--- src/rtl/feature_ssd_accum.sv ---
// Streaming sum-of-squared-differences accumulator: |a-b| -> square -> saturating accumulate,
// with valid/ready handshakes on the sample input and the result output.
module feature_ssd_accum #(
  parameter int unsigned DATA_W  = 8,
  parameter int unsigned VEC_LEN = 64
) (
  input  logic              clk,
  input  logic              rst_n,
  input  logic              start,
  input  logic              in_valid,
  output logic              in_ready,
  input  logic [DATA_W-1:0] in_a,
  input  logic [DATA_W-1:0] in_b,
  output logic [31:0]       sum_out,
  output logic              sum_valid,
  input  logic              sum_ready,
  output logic              busy,
  output logic              overflow
);

  localparam int unsigned CntW = $clog2(VEC_LEN + 1);
  localparam int unsigned SqW  = 2 * DATA_W;
  localparam logic [CntW-1:0] LastCnt = CntW'(VEC_LEN - 1);

  typedef enum logic [1:0] {StIdle, StAccum, StDrain, StHold} state_e;

  state_e            state_q, state_d;
  logic [CntW-1:0]   count_q, count_d;
  logic              s1_valid_q, s1_valid_d;
  logic [DATA_W-1:0] diff_q, diff_d;
  logic              s2_valid_q, s2_valid_d;
  logic [SqW-1:0]    sq_q, sq_d;
  logic [31:0]       acc_q, acc_d;
  logic              ovf_q, ovf_d;
  logic              in_ready_q, in_ready_d;
  logic              busy_q, busy_d;
  logic              sum_valid_q, sum_valid_d;
  logic              accept;
  logic [32:0]       sum_wide;

  assign accept = in_valid && in_ready_q;

  always_comb begin
    state_d    = state_q;
    count_d    = count_q;
    acc_d      = acc_q;
    ovf_d      = ovf_q;
    s1_valid_d = accept;
    diff_d     = diff_q;
    s2_valid_d = s1_valid_q;
    sq_d       = SqW'(diff_q) * SqW'(diff_q);
    sum_wide   = {1'b0, acc_q} + 33'(sq_q);

    if (accept) begin
      diff_d = (in_a >= in_b) ? (in_a - in_b) : (in_b - in_a);
    end

    // Once saturated, stay pinned at all-ones for the rest of the vector.
    if (s2_valid_q) begin
      if (sum_wide[32] || ovf_q) begin
        acc_d = '1;
        ovf_d = 1'b1;
      end else begin
        acc_d = sum_wide[31:0];
      end
    end

    unique case (state_q)
      StIdle: begin
        if (start) begin
          state_d = StAccum;
          count_d = '0;
          acc_d   = '0;
          ovf_d   = 1'b0;
        end
      end
      StAccum: begin
        if (accept) begin
          count_d = count_q + CntW'(1);
          if (count_q == LastCnt) begin
            state_d = StDrain;
          end
        end
      end
      StDrain: begin
        if (!s1_valid_q && !s2_valid_q) begin
          state_d = StHold;
        end
      end
      StHold: begin
        if (sum_ready) begin
          state_d = StIdle;
        end
      end
      default: state_d = StIdle;
    endcase

    in_ready_d  = (state_d == StAccum);
    busy_d      = (state_d != StIdle);
    sum_valid_d = (state_d == StHold);
  end

  always_ff @(posedge clk or negedge rst_n) begin
    if (!rst_n) begin
      state_q     <= StIdle;
      count_q     <= '0;
      s1_valid_q  <= 1'b0;
      diff_q      <= '0;
      s2_valid_q  <= 1'b0;
      sq_q        <= '0;
      acc_q       <= '0;
      ovf_q       <= 1'b0;
      in_ready_q  <= 1'b0;
      busy_q      <= 1'b0;
      sum_valid_q <= 1'b0;
    end else begin
      state_q     <= state_d;
      count_q     <= count_d;
      s1_valid_q  <= s1_valid_d;
      diff_q      <= diff_d;
      s2_valid_q  <= s2_valid_d;
      sq_q        <= sq_d;
      acc_q       <= acc_d;
      ovf_q       <= ovf_d;
      in_ready_q  <= in_ready_d;
      busy_q      <= busy_d;
      sum_valid_q <= sum_valid_d;
    end
  end

  assign in_ready  = in_ready_q;
  assign busy      = busy_q;
  assign sum_valid = sum_valid_q;
  assign sum_out   = acc_q;
  assign overflow  = ovf_q;

endmodule

--- config.mk ---
export PLATFORM = sky130hd
export DESIGN_NAME = feature_ssd_accum
export DESIGN_NICKNAME = d
export VERILOG_FILES = /design/src/rtl/feature_ssd_accum.sv
export SDC_FILE = /design/constraint.sdc
export NUM_CORES = 1
export LEC_CHECK = 0
export CORE_MARGIN = 1.5
export CORE_UTILIZATION = 51
export DETAILED_ROUTE_END_ITERATION = 10
export PLACE_DENSITY = 0.78
export SETUP_SLACK_MARGIN = 0.15
export SLEW_MARGIN = 20
export SYNTH_ARGS = -nofsm -noshare
export SYNTH_HDL_FRONTEND = slang
export SYNTH_SLANG_ARGS = --single-unit
--- constraint.sdc ---
create_clock -name clk -period 9.5 [get_ports clk]
set_clock_uncertainty 0.2 [all_clocks]
set_input_delay 2.85 -clock clk [delete_from_list [all_inputs] [get_ports clk]]
set_output_delay 2.85 -clock clk [all_outputs]
set_load 0.03 [all_outputs]
==> flow_summary.yaml, run 1 <==
drt:
  drt_first_iter_violations: 200
  first_pass_iters: 5
  drt_wl_total_mm: 11.98
  wl_per_cell_um: 14.33
  via_per_inst: 5.664
  drc_errors: 0
  ant_nets: 0
  vias: 4735
logic_synthesis:
  synth-warning-count: 0
  yosys_most_used_dff: "dfrtp_1"
  yosys.cell_types.count: 64
  synthTopCellsByArea: "dfrtp_1, ha_1, fa_1, inv_1, o21ai_0"
  yosys.area.top_type: "dfrtp_1"
  synth-async-reset-ratio: 1.000
  synth-seq-cells: 70
  synth_area_um2: 5812
  seq_area_frac_synth: 0.3014
  synth_common_cells: "inv_1, dfrtp_1, ha_1"
  synthMostInstantiatedCell: "inv_1"
  syn_avg_cell_area_um2: 9.095
  synth_top_area_frac: 0.3014
  synth_edf_count: 0
  syn_inst: 639
floorplanning:
  fp.dieW_um: 109.8
  die_h_um: 109.8
  rows: 38
  start_util: 0.5292
  die_area_um2: 12050
  core_area_um2: 10980
  io_pins: 57
global_route:
  grt-ovfl-total: 0
  grt_max_degree: 71
  antenna_found_initial: 0
  grt_pass1_vias: 4653
  grt_first_pass_wirelength_mm: 20.80
  grt_use_total: 0.2161
critical_path:
  required_ps: 9570
  arrival_ps: 5390
  critPathKind: "primary input to flop"
  endpoint_kind: "flop"
  r2r_start: "diff_q[5]$_DFFE_PN0P_"
  cp_max_fo: 9
  crit_chain: "clkdlybuf4s50_1 -> inv_1 -> ha_1 -> fa_1 -> nor2b_1 -> o21ai_1 -> nand4_1 -> a221o_1 -> a21oi_1 -> or4_1 -> nand3_1"
  critPathSlowestCell: "clkdlybuf4s50_1"
  path_depth: 11
  cpPeakStageDelay_ps: 480
  cp.buffers_inverters: 2
  startpoint_type: "primary input"
  startpoint: "in_a[0]"
  critPathTopFamily: "simple AND/OR/NAND/NOR gates"
  reg2reg_slack_ps: 4680
  r2r_cells: 13
placement:
  hpwl_mm: 9.012
  place_congestion: 0.9385
  port_buffers: 56
sta:
  relSlewSlack: 0.4180
  tns_ps: 0
  finalSetupViolCount: 0
  timing.fmax_ghz: 0.1880
  rsz0062_at_grt: "no"
  period_minus_slack_ps: 5320
  finalCritPeriodShare: 0.5600
  finalHoldViolCount: 0
  tightest_slew_ps: 873.0
  maxSlewViolCount: 0
worst_hold_path:
  holdCritPathClass: "flop to flop"
  min_from: "s1_valid_q$_DFF_PN0_"
  whs_path_depth: 0
clocking:
  cts_resized: 0
  htree_num_levels: 3
  post-cts-setup-buffers: 0
  clkTransAtPathRegs_ps: 60
  cts_buffer_depth: 2
  cts_tree: "built"
  insertion_delay_ps: 330
  cts-root-buf: "clkbuf_16"
  cts_hold_buf: 0
  cts_buffers: 9
  cts_sinks: 70
job:
  cap_violations: 0
final_layout:
  area_delta_synth_final_pct: 16.88
  drive_above_1_share: 0.05460
  n_antenna_cell: 0
  final_nets: 800
outcome:
  outcome: "completed"
==> worst reg2reg max path, stage by stage (launching register included) <==
cell     delay [ps]
dfrtp_1         500
inv_1           170
nor2_1          230
fa_1            480
fa_1            540
inv_1            50
fa_1            500
fa_1            540
inv_1            40
ha_1            240
o41ai_1         550
o21ai_1         200
o41ai_1         360
xnor2_1         160
==> final timing paths <==
check / endpoint
max: diff_q[7]$_DFFE_PN0P_
min: s2_valid_q$_DFF_PN0_
max reg2reg: sq_q[14]$_DFF_PN0_
min reg2reg: s2_valid_q$_DFF_PN0_
max in group asynchronous: sum_out[16]$_DFF_PN0_
min in group asynchronous: sum_out[28]$_DFF_PN0_
==> cell usage in the layout, fill, tap and decap left out, drive strengths merged, types with 5 or more instances in the layout <==
master / instances
nor2: 34
inv: 79
and2: 27
clkdlybuf4s50: 55
a21oi: 42
xor2: 13
ha: 61
nor2b: 12
and3: 5
or3: 6
nand3: 14
fa: 27
clkbuf: 9
dfrtp: 70
a211oi: 14
nand2b: 6
a31oi: 18
mux2i: 6
nand2: 39
nor3: 16
nand4: 8
o21ai: 48
xnor2: 25
==> state kept, by name, indices dropped and copies added, names as in the netlist <==
register / cells
sum_out: 32
sq_q: 15
diff_q: 8
count_q: 7
state_q: 2
busy: 1
in_ready: 1
overflow: 1
s1_valid_q: 1
s2_valid_q: 1
sum_valid: 1
==> area by class of cell <==
cell class / instances / area [µm²]
fillers: 929 / 4190
multi-input cells: 476 / 3701
flip-flops and latches: 70 / 1752
repair buffers: 59 / 578.1
inverters: 75 / 281.5
clock buffers: 9 / 225.2
well taps: 140 / 175.2
clock inverters: 7 / 80.08
==> per-stage QoR <==
stage          cells    util  worst slack, ps  hold WS [ps]  cell area, µm²
5_1_grt          836  0.6185             3991         193.8            6793
2_1_floorplan    640       -             4600         154.8            5816
3_3_place_gp     820  0.5907             3913         161.5            6487
3_5_place_dp     820  0.5907             3830         171.6            6487
4_1_cts          836  0.6185             4175         185.1            6793
6_report         836  0.6185             4180         182.4            6793
==> cell families (layout without fill, tap and decap cells) <==
logic type      after synthesis  count (layout)  synth area share
mux                           7               7           0.01227
xor+xnor                     38              38           0.05727
simple gates                177             177            0.1569
compound gates              164             164            0.1847
other cells                   1               2         0.0006452
buf+inv                      94             150           0.06243
fa+ha+maj                    88              88            0.2243
flops                        70              70            0.3014
==> layer usage <==
| metal | wire length, µm | vias to the layer above | GRT usage |
|---|---|---|---|
| met5 | 0 | - | 0 |
| met4 | 206 | 0 | 0.07699 |
| met3 | 419 | 16 | 0.02549 |
| met2 | 6003 | 116 | 0.3776 |
| met1 | 5353 | 2276 | 0.2750 |
| li1 | - | 2327 | - |
Power of run 1 is left out: the tool's default activity adds up to more than one toggle a clock period on the data nets, which glitch-free logic cannot reach.
==> inputs of run 2 (changes only) <==
--- a/config.mk
+++ b/config.mk
@@ -8,7 +8,7 @@
 export CORE_MARGIN = 1.5
 export CORE_UTILIZATION = 51
 export DETAILED_ROUTE_END_ITERATION = 10
-export PLACE_DENSITY = 0.78
+export PLACE_DENSITY = 0.81
 export SETUP_SLACK_MARGIN = 0.15
 export SLEW_MARGIN = 20
 export SYNTH_ARGS = -nofsm -noshare
==> constraint.sdc (replaced) <==
create_clock -name clk -period 4.64 [get_ports clk]
set_clock_uncertainty 0.2 [all_clocks]
set_input_delay 1.392 -clock clk [delete_from_list [all_inputs] [get_ports clk]]
set_output_delay 1.392 -clock clk [all_outputs]
set_load 0.03 [all_outputs]
==> run 2 against run 1 <==
Against the previous run:
- first-iteration DRC count grew 32%
- count of clock-buffer cells in the layout stayed put
- via count grew 3.3%
- core utilization is 2.0 points higher
- sequential share of layout area fell by 0.73 points
- wire length grew 9.0%
==> flow_summary.yaml, run 2 (synthesis gave the netlist of run 1 again) <==
outcome:
  outcome: "completed"
global_route:
  grt-ovfl-total: 0
  antenna_found_initial: 0
  grt_max_degree: 52
  grt_first_pass_wirelength_mm: 21.96
  grt_pass1_vias: 4926
  grt_use_total: 0.2322
sta:
  maxSlewViolCount: 0
  period_minus_slack_ps: 4378
  timing.fmax_ghz: 0.2284
  relSlewSlack: 0.4573
  tightest_slew_ps: 812.1
  finalCritPeriodShare: 0.9434
  tns_ps: 0
  holdWs_ps: 195.3
  layout_setup_ws_ps: 262.4
  finalSetupViolCount: 0
  finalHoldViolCount: 0
  rsz0062_at_grt: "yes"
worst_hold_path:
  holdCritPathClass: "flop to flop"
  whs_path_depth: 0
  holdPathEnd: "s2_valid_q$_DFF_PN0_"
  min_from: "s1_valid_q$_DFF_PN0_"
final_layout:
  final_common_cell: "inv_1"
  layout_common_cells: "inv_1, dfrtp_1, ha_1"
  n_antenna_cell: 0
  num-fill-cells: 894
  final_nets: 814
  largest_reg_flops: 32
  drive_above_1_share: 0.1070
  final_util: 0.6389
  area_delta_synth_final_pct: 20.73
clocking:
  cts_hold_buf: 0
  cts-root-buf: "clkbuf_16"
  cts_buffer_depth: 2
  insertion_delay_ps: 350
  cts_tree: "built"
  cts_sinks: 70
  cts_buffers: 9
  clkTransAtPathRegs_ps: 60
  htree_num_levels: 3
drt:
  drc_errors: 0
  first_pass_iters: 4
  ant_nets: 0
  vias: 4893
  wl_per_cell_um: 15.37
  drt_wl_total_mm: 13.06
  drt_first_iter_violations: 263
  via_per_inst: 5.756
placement:
  place_congestion: 0.8990
  hpwl_mm: 9.616
  dp_slack_ps: -9.738
  port_buffers: 56
critical_path:
  cpPeakStageDelay_ps: 540
  critPathTopFamily: "adder cells"
  crit_chain: "buf_4 -> nand2_1 -> fa_1 -> inv_1 -> fa_1 -> fa_1 -> inv_1 -> fa_1 -> inv_1 -> ha_1 -> and3_1 -> a21oi_1 -> o21ai_2 -> o41ai_2 -> xnor2_1"
  endpoint_kind: "flop"
  cp_max_fo: 7
  reg2reg_to: "sq_q[14]$_DFF_PN0_"
  r2r_cells: 15
  r2r_start: "diff_q[6]$_DFFE_PN0P_"
  cp.buffers_inverters: 4
  cp_common_cell: "fa_1"
  critPathKind: "flop to flop"
  critPathSlowestCell: "fa_1"
  required_ps: 4660
  reg2reg_slack_ps: 260
  arrival_ps: 4400
  startpoint_type: "flop"
floorplanning:
  fp.dieW_um: 109.8
  core_area_um2: 10980
  die_area_um2: 12050
  rows: 38
  start_util: 0.5292
  io_pins: 57
  die_h_um: 109.8
job:
  cap_violations: 0
## run 2: cell types whose count changed in the layout (fill, tap and decap cells not counted), sizes merged
cell	previous run	this run
buf	4	15
clkbuf	9	11
clkinv	1	3
inv	79	77
bufinv	1	2
clkinvlp	1	0
dlymetal6s2s	0	1
## run 2: area by class of cell
cell class / count / area (µm²) / area share
repair buffers: 73 / 685.7 / 0.09772
well taps: 140 / 175.2 / 0.02496
clock buffers: 9 / 225.2 / 0.03210
inverters: 75 / 281.5 / 0.04012
clock inverters: 7 / 96.34 / 0.01373
flip-flops and latches: 70 / 1758 / 0.2505
multi-input cells: 476 / 3795 / 0.5408
## run 2: worst max-delay path by stage
stage | start | end | slack [ps] | cells after the start
global placement | diff_q[7]$_DFFE_PN0P_ | sq_q[14]$_DFF_PN0_ | 200 | 12
floorplan | diff_q[6]$_DFFE_PN0P_ | sq_q[14]$_DFF_PN0_ | 300 | 13
detailed placement | diff_q[1]$_DFFE_PN0P_ | sq_q[14]$_DFF_PN0_ | -10 | 12
global route | diff_q[6]$_DFFE_PN0P_ | sq_q[14]$_DFF_PN0_ | 50 | 15
finish | diff_q[6]$_DFFE_PN0P_ | sq_q[14]$_DFF_PN0_ | 260 | 15
CTS | diff_q[2]$_DFFE_PN0P_ | sq_q[13]$_DFF_PN0_ | 170 | 15
## run 2: per-stage QoR
stage | instances | area, µm²
finish | 850 | 7017
global route | 850 | 7017
CTS | 840 | 6857
detailed placement | 824 | 6518
global placement | 824 | 6518
floorplan | 640 | 5816
## run 2: metal layers
metal,up-vias,GRT usage,wire (µm)
li1,2352,-,-
met4,0,0.09740,248
met5,-,0,0
met1,2378,0.2796,5510
met3,20,0.02727,604
met2,143,0.4175,6697
## run 2: what timing repair did
item                                    4_1_cts  5_1_grt
endpoints found under the setup margin        2        4
resized for setup                             4       22
setup buffers                                 0       10
pin swaps                                     0        7
Power of run 2 is left out for the same reason.
